File: config.mk
export PLATFORM = sky130hd
export DESIGN_NAME = noc_out_arbiter
export DESIGN_NICKNAME = d
export VERILOG_FILES = /design/src/rtl/noc_pkg.sv /design/src/rtl/noc_rr_pick.sv /design/src/rtl/noc_out_arbiter.sv
export SDC_FILE = /design/constraint.sdc
export NUM_CORES = 1
export LEC_CHECK = 0
export BUFFER_PORTS_ARGS = -buffer_cell sky130_fd_sc_hd__buf_2
export CORE_MARGIN = 3
export CORE_UTILIZATION = 55
export CTS_CLUSTER_SIZE = 8
export DETAILED_ROUTE_END_ITERATION = 16
export PLACE_DENSITY = 0.85
export SYNTH_ARGS = -nofsm -noshare
export SYNTH_HDL_FRONTEND = slang
export SYNTH_SLANG_ARGS = --single-unit
File: constraint.sdc
create_clock -name clk -period 8.3 [get_ports clk]
set_clock_uncertainty 0.2 [all_clocks]
set_input_delay 1.245 -clock clk [delete_from_list [all_inputs] [get_ports clk]]
set_output_delay 1.245 -clock clk [all_outputs]
set_load 0.02 [all_outputs]
File: src/rtl/noc_pkg.sv
// Shared constants and types for the NoC output-port arbiter.
package noc_pkg;

  localparam int FLIT_W    = 16;
  localparam int NUM_PORTS = 5;
  localparam int PKT_FLITS = 5;

  typedef logic [FLIT_W-1:0] flit_t;
  typedef logic [2:0]        port_idx_t;

  typedef enum logic {
    IDLE = 1'b0,
    LOCK = 1'b1
  } arb_state_t;

endpackage

File: src/rtl/noc_rr_pick.sv
// Combinational round-robin picker: first requester strictly after ptr,
// wrapping modulo NUM_PORTS.
module noc_rr_pick
  import noc_pkg::*;
(
  input  logic [NUM_PORTS-1:0] req,
  input  port_idx_t            ptr,
  output logic [NUM_PORTS-1:0] winner,
  output port_idx_t            winner_idx,
  output logic                 any_req
);

  // Walk from the farthest offset back to the nearest so the closest
  // requester after ptr is the one left standing.
  always_comb begin
    // NOTE: every output gets a default before the loop; a path that leaves
    // a combinational output unassigned would infer a latch.
    winner     = '0;
    winner_idx = '0;
    any_req    = |req;
    for (int k = NUM_PORTS; k >= 1; k--) begin
      if (req[(int'(ptr) + k) % NUM_PORTS]) begin
        winner                                 = '0;
        winner[(int'(ptr) + k) % NUM_PORTS]    = 1'b1;
        winner_idx = port_idx_t'((int'(ptr) + k) % NUM_PORTS);
      end
    end
  end

endmodule

File: src/rtl/noc_out_arbiter.sv
// Output-port wormhole arbiter: round-robin grant held for a whole packet.
// Optional completed-packet counter enabled by defining NOC_ARB_PKT_CNT_EN.
module noc_out_arbiter
  import noc_pkg::*;
(
  input  logic                        clk,
  input  logic                        rst,
  input  logic [NUM_PORTS-1:0]        req_i,
  input  logic [NUM_PORTS*FLIT_W-1:0] data_i,
  input  logic                        out_ready_i,
  output logic [NUM_PORTS-1:0]        grant_o,
  output logic [NUM_PORTS-1:0]        pop_o,
  output logic                        valid_o,
  output flit_t                       data_o,
  output logic                        last_o,
  output logic                        busy_o
`ifdef NOC_ARB_PKT_CNT_EN
  ,
  output logic [15:0]                 pkt_cnt_o
`endif
);

  arb_state_t           state_q, state_d;
  logic [NUM_PORTS-1:0] grant_q, grant_d;
  port_idx_t            idx_q, idx_d;
  port_idx_t            ptr_q, ptr_d;
  logic [2:0]           cnt_q, cnt_d;

  logic [NUM_PORTS-1:0] pick_onehot;
  port_idx_t            pick_idx;
  logic                 pick_any;
  logic                 xfer;
  logic                 last_flit;

  noc_rr_pick u_pick (
    .req        (req_i),
    .ptr        (ptr_q),
    .winner     (pick_onehot),
    .winner_idx (pick_idx),
    .any_req    (pick_any)
  );

  assign xfer      = (state_q == LOCK) && out_ready_i;
  assign last_flit = (state_q == LOCK) && (cnt_q == 3'(PKT_FLITS - 1));

  // State register; ptr resets to the top port so port 0 wins first.
  always_ff @(posedge clk) begin
    // NOTE: sequential state uses non-blocking assignments so every register
    // samples the pre-edge values regardless of statement order.
    if (rst) begin
      state_q <= IDLE;
      grant_q <= '0;
      idx_q   <= '0;
      ptr_q   <= port_idx_t'(NUM_PORTS - 1);
      cnt_q   <= '0;
    end else begin
      state_q <= state_d;
      grant_q <= grant_d;
      idx_q   <= idx_d;
      ptr_q   <= ptr_d;
      cnt_q   <= cnt_d;
    end
  end

  // Next-state logic; requests are only looked at while idle.
  always_comb begin
    state_d = state_q;
    grant_d = grant_q;
    idx_d   = idx_q;
    ptr_d   = ptr_q;
    cnt_d   = cnt_q;
    case (state_q)
      IDLE: begin
        if (pick_any) begin
          grant_d = pick_onehot;
          idx_d   = pick_idx;
          state_d = LOCK;
        end
      end
      LOCK: begin
        if (xfer) begin
          if (last_flit) begin
            cnt_d   = '0;
            ptr_d   = idx_q;
            grant_d = '0;
            state_d = IDLE;
          end else begin
            cnt_d = cnt_q + 3'd1;
          end
        end
      end
      default: begin
        state_d = IDLE;
        grant_d = '0;
        cnt_d   = '0;
      end
    endcase
  end

  // Output logic; the flit path is a pure mux so it tracks the queue head.
  always_comb begin
    grant_o = grant_q;
    pop_o   = grant_q & {NUM_PORTS{out_ready_i}};
    valid_o = 1'b0;
    busy_o  = 1'b0;
    last_o  = 1'b0;
    data_o  = '0;
    if (state_q == LOCK) begin
      valid_o = 1'b1;
      busy_o  = 1'b1;
      last_o  = last_flit;
      data_o  = data_i[FLIT_W*int'(idx_q) +: FLIT_W];
    end
  end

`ifdef NOC_ARB_PKT_CNT_EN
  logic [15:0] pkt_cnt_q;

  always_ff @(posedge clk) begin
    if (rst) begin
      pkt_cnt_q <= '0;
    end else if (last_flit && out_ready_i && (pkt_cnt_q != 16'hFFFF)) begin
      pkt_cnt_q <= pkt_cnt_q + 16'd1;
    end
  end

  assign pkt_cnt_o = pkt_cnt_q;
`endif

endmodule
==> flow_summary.rst <==
.. list-table::
   :header-rows: 1

   * - Metric
     - Value
   * - Result of the run
     - completed
   * - Compound-cell area share of the yosys netlist
     - 0.350
   * - Fraction of layout cells with a size suffix above 1
     - 0.247
   * - Worst Min Path Start
     - cnt_q[1]$_SDFFE_PP0P_
   * - Worst-case headroom to the max-slew limit
     - 0.244
   * - Max Cap Viol
     - 0
   * - Maximum clock frequency
     - roughly 170 MHz
   * - Wire length per cell after detailed routing
     - around 18 um
   * - Endpoint required time on the critical path
     - 8.26 ns
   * - CP max FO
     - 46
   * - DRT iter0 DRCs
     - between 500 and 600
   * - Power per unit of standard cell area
     - around 54 nW/um^2
   * - Most common cell after layout, fill and taps aside
     - buf_2
   * - Design Power
     - 0.258 mW
   * - Antenna diode count
     - 0
   * - Adder and majority cell fraction of the synthesized area
     - 0.0860
   * - Net count reported at finish
     - ~780
   * - Standard cell core area
     - about 7300 um^2
   * - Synth async-reset ratio
     - 0
   * - Largest net degree at the start of global routing
     - 47
   * - Critical path arrival
     - 5.90 ns
   * - DR vias
     - roughly 5200
   * - Basic-gate share of the synthesized area counting and, or, nand and nor cells
     - 0.262
   * - Clock buffer depth
     - 2
   * - Min-Delay Endpoint
     - cnt_q[1]$_SDFFE_PP0P_
   * - Kind of critical path
     - reg -> reg
   * - # hold bufs at CTS
     - 0
   * - Routability-driven placement congestion ratio
     - just under 1
   * - Via-per-instance ratio
     - just under 7
   * - Pleak
     - 2.09 nW
   * - Worst vdd rail ir drop
     - about 0.045 mV
   * - Die area
     - just under 9000 um^2
   * - Leading cell types in the layout, fill and taps excluded
     - 116 x buf_2, 53 x nand2_1, 31 x a21oi_1, 31 x nor2_1, 29 x o21ai_0
   * - Critical path cell sequence
     - buf_4 -> inv_2 -> ha_1 -> xnor2_1 -> clkinv_1 -> ha_1 -> inv_1 -> ha_1 -> nor4bb_1 -> a211oi_1 -> buf_4 -> xnor2_1 -> a22oi_1 -> o221a_2 -> a211o_1 -> or2_0 -> a211o_1 -> a311oi_2
   * - Final Critical Period
     - between 5 and 6 ns
   * - Library cells used by synthesis
     - slightly below 80
   * - Post-synthesis to final-layout area growth
     - 14.8%
   * - Most used flip-flop cell after synthesis
     - dfxtp_1
   * - Synthesized net count
     - 700
   * - Number of hold violations in the final report
     - 0
   * - Fill cells
     - 670
   * - Via count of the first global-routing pass
     - ~4600
   * - Unrepaired setup endpoints after global routing
     - no
   * - Number of antenna violations at the first check in global routing
     - 0
   * - Post-Synthesis Mean Instance Area
     - ~7 um^2
   * - Die width
     - slightly above 90 um
   * - Post-route non-filler standard cell count
     - between 700 and 800
   * - Gate Count Post-Synth
     - 584
   * - Ratio of final minimum period to clock period
     - 0.715
   * - Final core area utilization
     - 0.657
   * - Total number of clock tree sinks
     - 15
   * - Worst Setup End Kind
     - flip-flop
   * - Crit start category
     - flip-flop
   * - CTS Buf Count
     - 3
   * - Wire length of the first global-routing pass
     - 21800 um
   * - Largest cells by area after synthesis
     - mux4_2 9.7%, ha_1 8.4%, dfxtp_1 7.2%, nand2_1 4.7%, nor2b_1 3.9%
   * - Register area share after synthesis
     - 0.0716
   * - HPWL reported at the end of detailed placement
     - ~11000 um
   * - Delay contributed by the slowest stage of the critical path
     - roughly 0.70 ns
   * - Number of synthesized flops with an enable pin
     - 0
   * - Number of slew-limit violations in the final report
     - 0
   * - Top-level port count
     - between 100 and 150
   * - Post-CTS setup-driven buffer insertion count
     - 0
   * - Number of H-tree levels
     - 1
   * - CP max-delay cell
     - xnor2_1
   * - Clock insertion delay at the later pin of the skew report
     - approximately 0.25 ns
   * - TritonCTS clock tree
     - built
   * - Post-synthesis cell type with the largest combined area
     - mux4_2
   * - Setup slack of the most critical reg-to-reg path
     - 2.36 ns
   * - Total overflow reported by the global router
     - 0
   * - Launch point of the worst reg-to-reg path
     - ptr_q[0]$_SDFFE_PP0P_
   * - DRC errors left
     - 0
   * - Final sum of negative setup slack
     - 0 ns
   * - Ys Warns
     - 0
   * - Number of cells on the worst hold path
     - 2
   * - Die Span Y
     - a little over 90 um
   * - XOR/XNOR share of the synthesized area
     - 0.0269
   * - Number of gates resized after CTS
     - 0
   * - Worst path most repeated cell
     - ha_1
   * - # rows
     - 31
   * - Post-route ant nets
     - 0
   * - Cell depth of the worst flop-to-flop path
     - 18
   * - Count of input and output buffers
     - 116
   * - Type of the worst min-delay path
     - reg -> reg
   * - Combinational family with the most area after synthesis
     - compound AO/OA/AOI/OAI gates
   * - Register bit count reported by yosys
     - 15
   * - Clock slew at the register clock pins of the worst setup and hold paths
     - 0.07 ns
   * - Share of synthesized area spent on multiplexers
     - 0.129
   * - Total length of routed wires
     - 13800 um
   * - Portion of synthesized cell area occupied by the leading cell type
     - 0.0967
   * - Syn Std Cell Area
     - 4190 um^2
   * - Initial DRT Pass Iterations
     - 8
   * - Cell count after placement
     - between 700 and 800
   * - Worst reg2reg endpoint
     - grant_o[4]$_SDFFE_PP0P_
   * - Starting density of the core
     - 0.572
   * - Total track usage
     - 0.299
   * - Number of failing setup endpoints in the final timing report
     - 0
   * - Root buffer cell
     - clkbuf_8
   * - Pin slew with the least headroom to its limit
     - approximately 1.1 ns
## cell usage after synthesis, drive strengths merged (7+ instances only)
| master | n |
|---|---|
| a211oi | 9 |
| a21oi | 32 |
| a221oi | 8 |
| a22oi | 20 |
| a31oi | 13 |
| and2 | 13 |
| and3 | 8 |
| buf | 12 |
| clkbuf | 32 |
| dfxtp | 15 |
| ha | 28 |
| inv | 31 |
| mux2i | 11 |
| mux4 | 18 |
| nand2 | 53 |
| nand3 | 25 |
| nor2 | 31 |
| nor2b | 26 |
| nor3 | 19 |
| o211ai | 11 |
| o21ai | 42 |
| o22ai | 7 |
| xnor2 | 11 |
## worst max-delay path by stage
stage	startpoint	endpoint	slack (ns)	cells past startpoint
floorplan	ptr_q[0]$_SDFFE_PP0P_	grant_o[2]$_SDFFE_PP0P_	3.65	18
global placement	ptr_q[0]$_SDFFE_PP0P_	grant_o[4]$_SDFFE_PP0P_	2.74	18
detailed placement	ptr_q[0]$_SDFFE_PP0P_	grant_o[4]$_SDFFE_PP0P_	2.53	18
CTS	ptr_q[0]$_SDFFE_PP0P_	grant_o[4]$_SDFFE_PP0P_	2.49	18
global route	ptr_q[0]$_SDFFE_PP0P_	grant_o[4]$_SDFFE_PP0P_	2.07	18
finish	ptr_q[0]$_SDFFE_PP0P_	grant_o[4]$_SDFFE_PP0P_	2.36	18
## final cells by class
class,instances,area (um^2),area share
multi-input cells,491,3580,0.744
inverters,34,128,0.0265
flip-flops and latches,15,300,0.0624
clock buffers,4,45.0,0.00936
repair buffers,123,633,0.132
well taps,99,124,0.0257
## critical path, delay by kind of cell (launching register included)
kind            cells  cell delay (ns)
compound gates      6             1.39
xor+xnor            2             0.87
fa+ha+maj           3             0.95
buf+inv             5             1.44
flops               1             0.31
simple gates        2             0.66
## cell families (layout without fill, tap and decap cells)
kind of cell | after synthesis | after routing
xor+xnor | 12 | 12
compound gates | 206 | 206
mux | 31 | 31
fa+ha+maj | 29 | 29
flops | 15 | 15
simple gates | 213 | 213
buf+inv | 78 | 161
## sequential cells by signal (all words and copies together) (netlist names)
signal / cells
grant_o: 5
cnt_q: 3
ptr_q: 3
idx_q: 3
state_q: 1
## routing by layer
layer / global-route usage / vias up / routed length, um
li1: - / 2423 / -
met4: 0.0574 / 0 / 266
met5: 0 / - / 0
met2: 0.501 / 275 / 6630
met1: 0.418 / 2443 / 5870
met3: 0.0306 / 33 / 1070
## stage by stage
stage / cell area, um^2 / setup slack [ns] / hold slack (ns)
after floorplan: 4190 / 3.65 / 0.253
after global placement: 4770 / 2.74 / 0.261
after detailed placement: 4770 / 2.53 / 0.271
after CTS: 4810 / 2.49 / 0.279
after global routing: 4810 / 2.07 / 0.318
final: 4810 / 2.36 / 0.281
## report_power, final
group	internal [mW]	switching (mW)
combinational	0.0552	0.0559
sequential	0.0753	0.00948
clock	0.0340	0.0277
(Power assumes the default switching activity.)
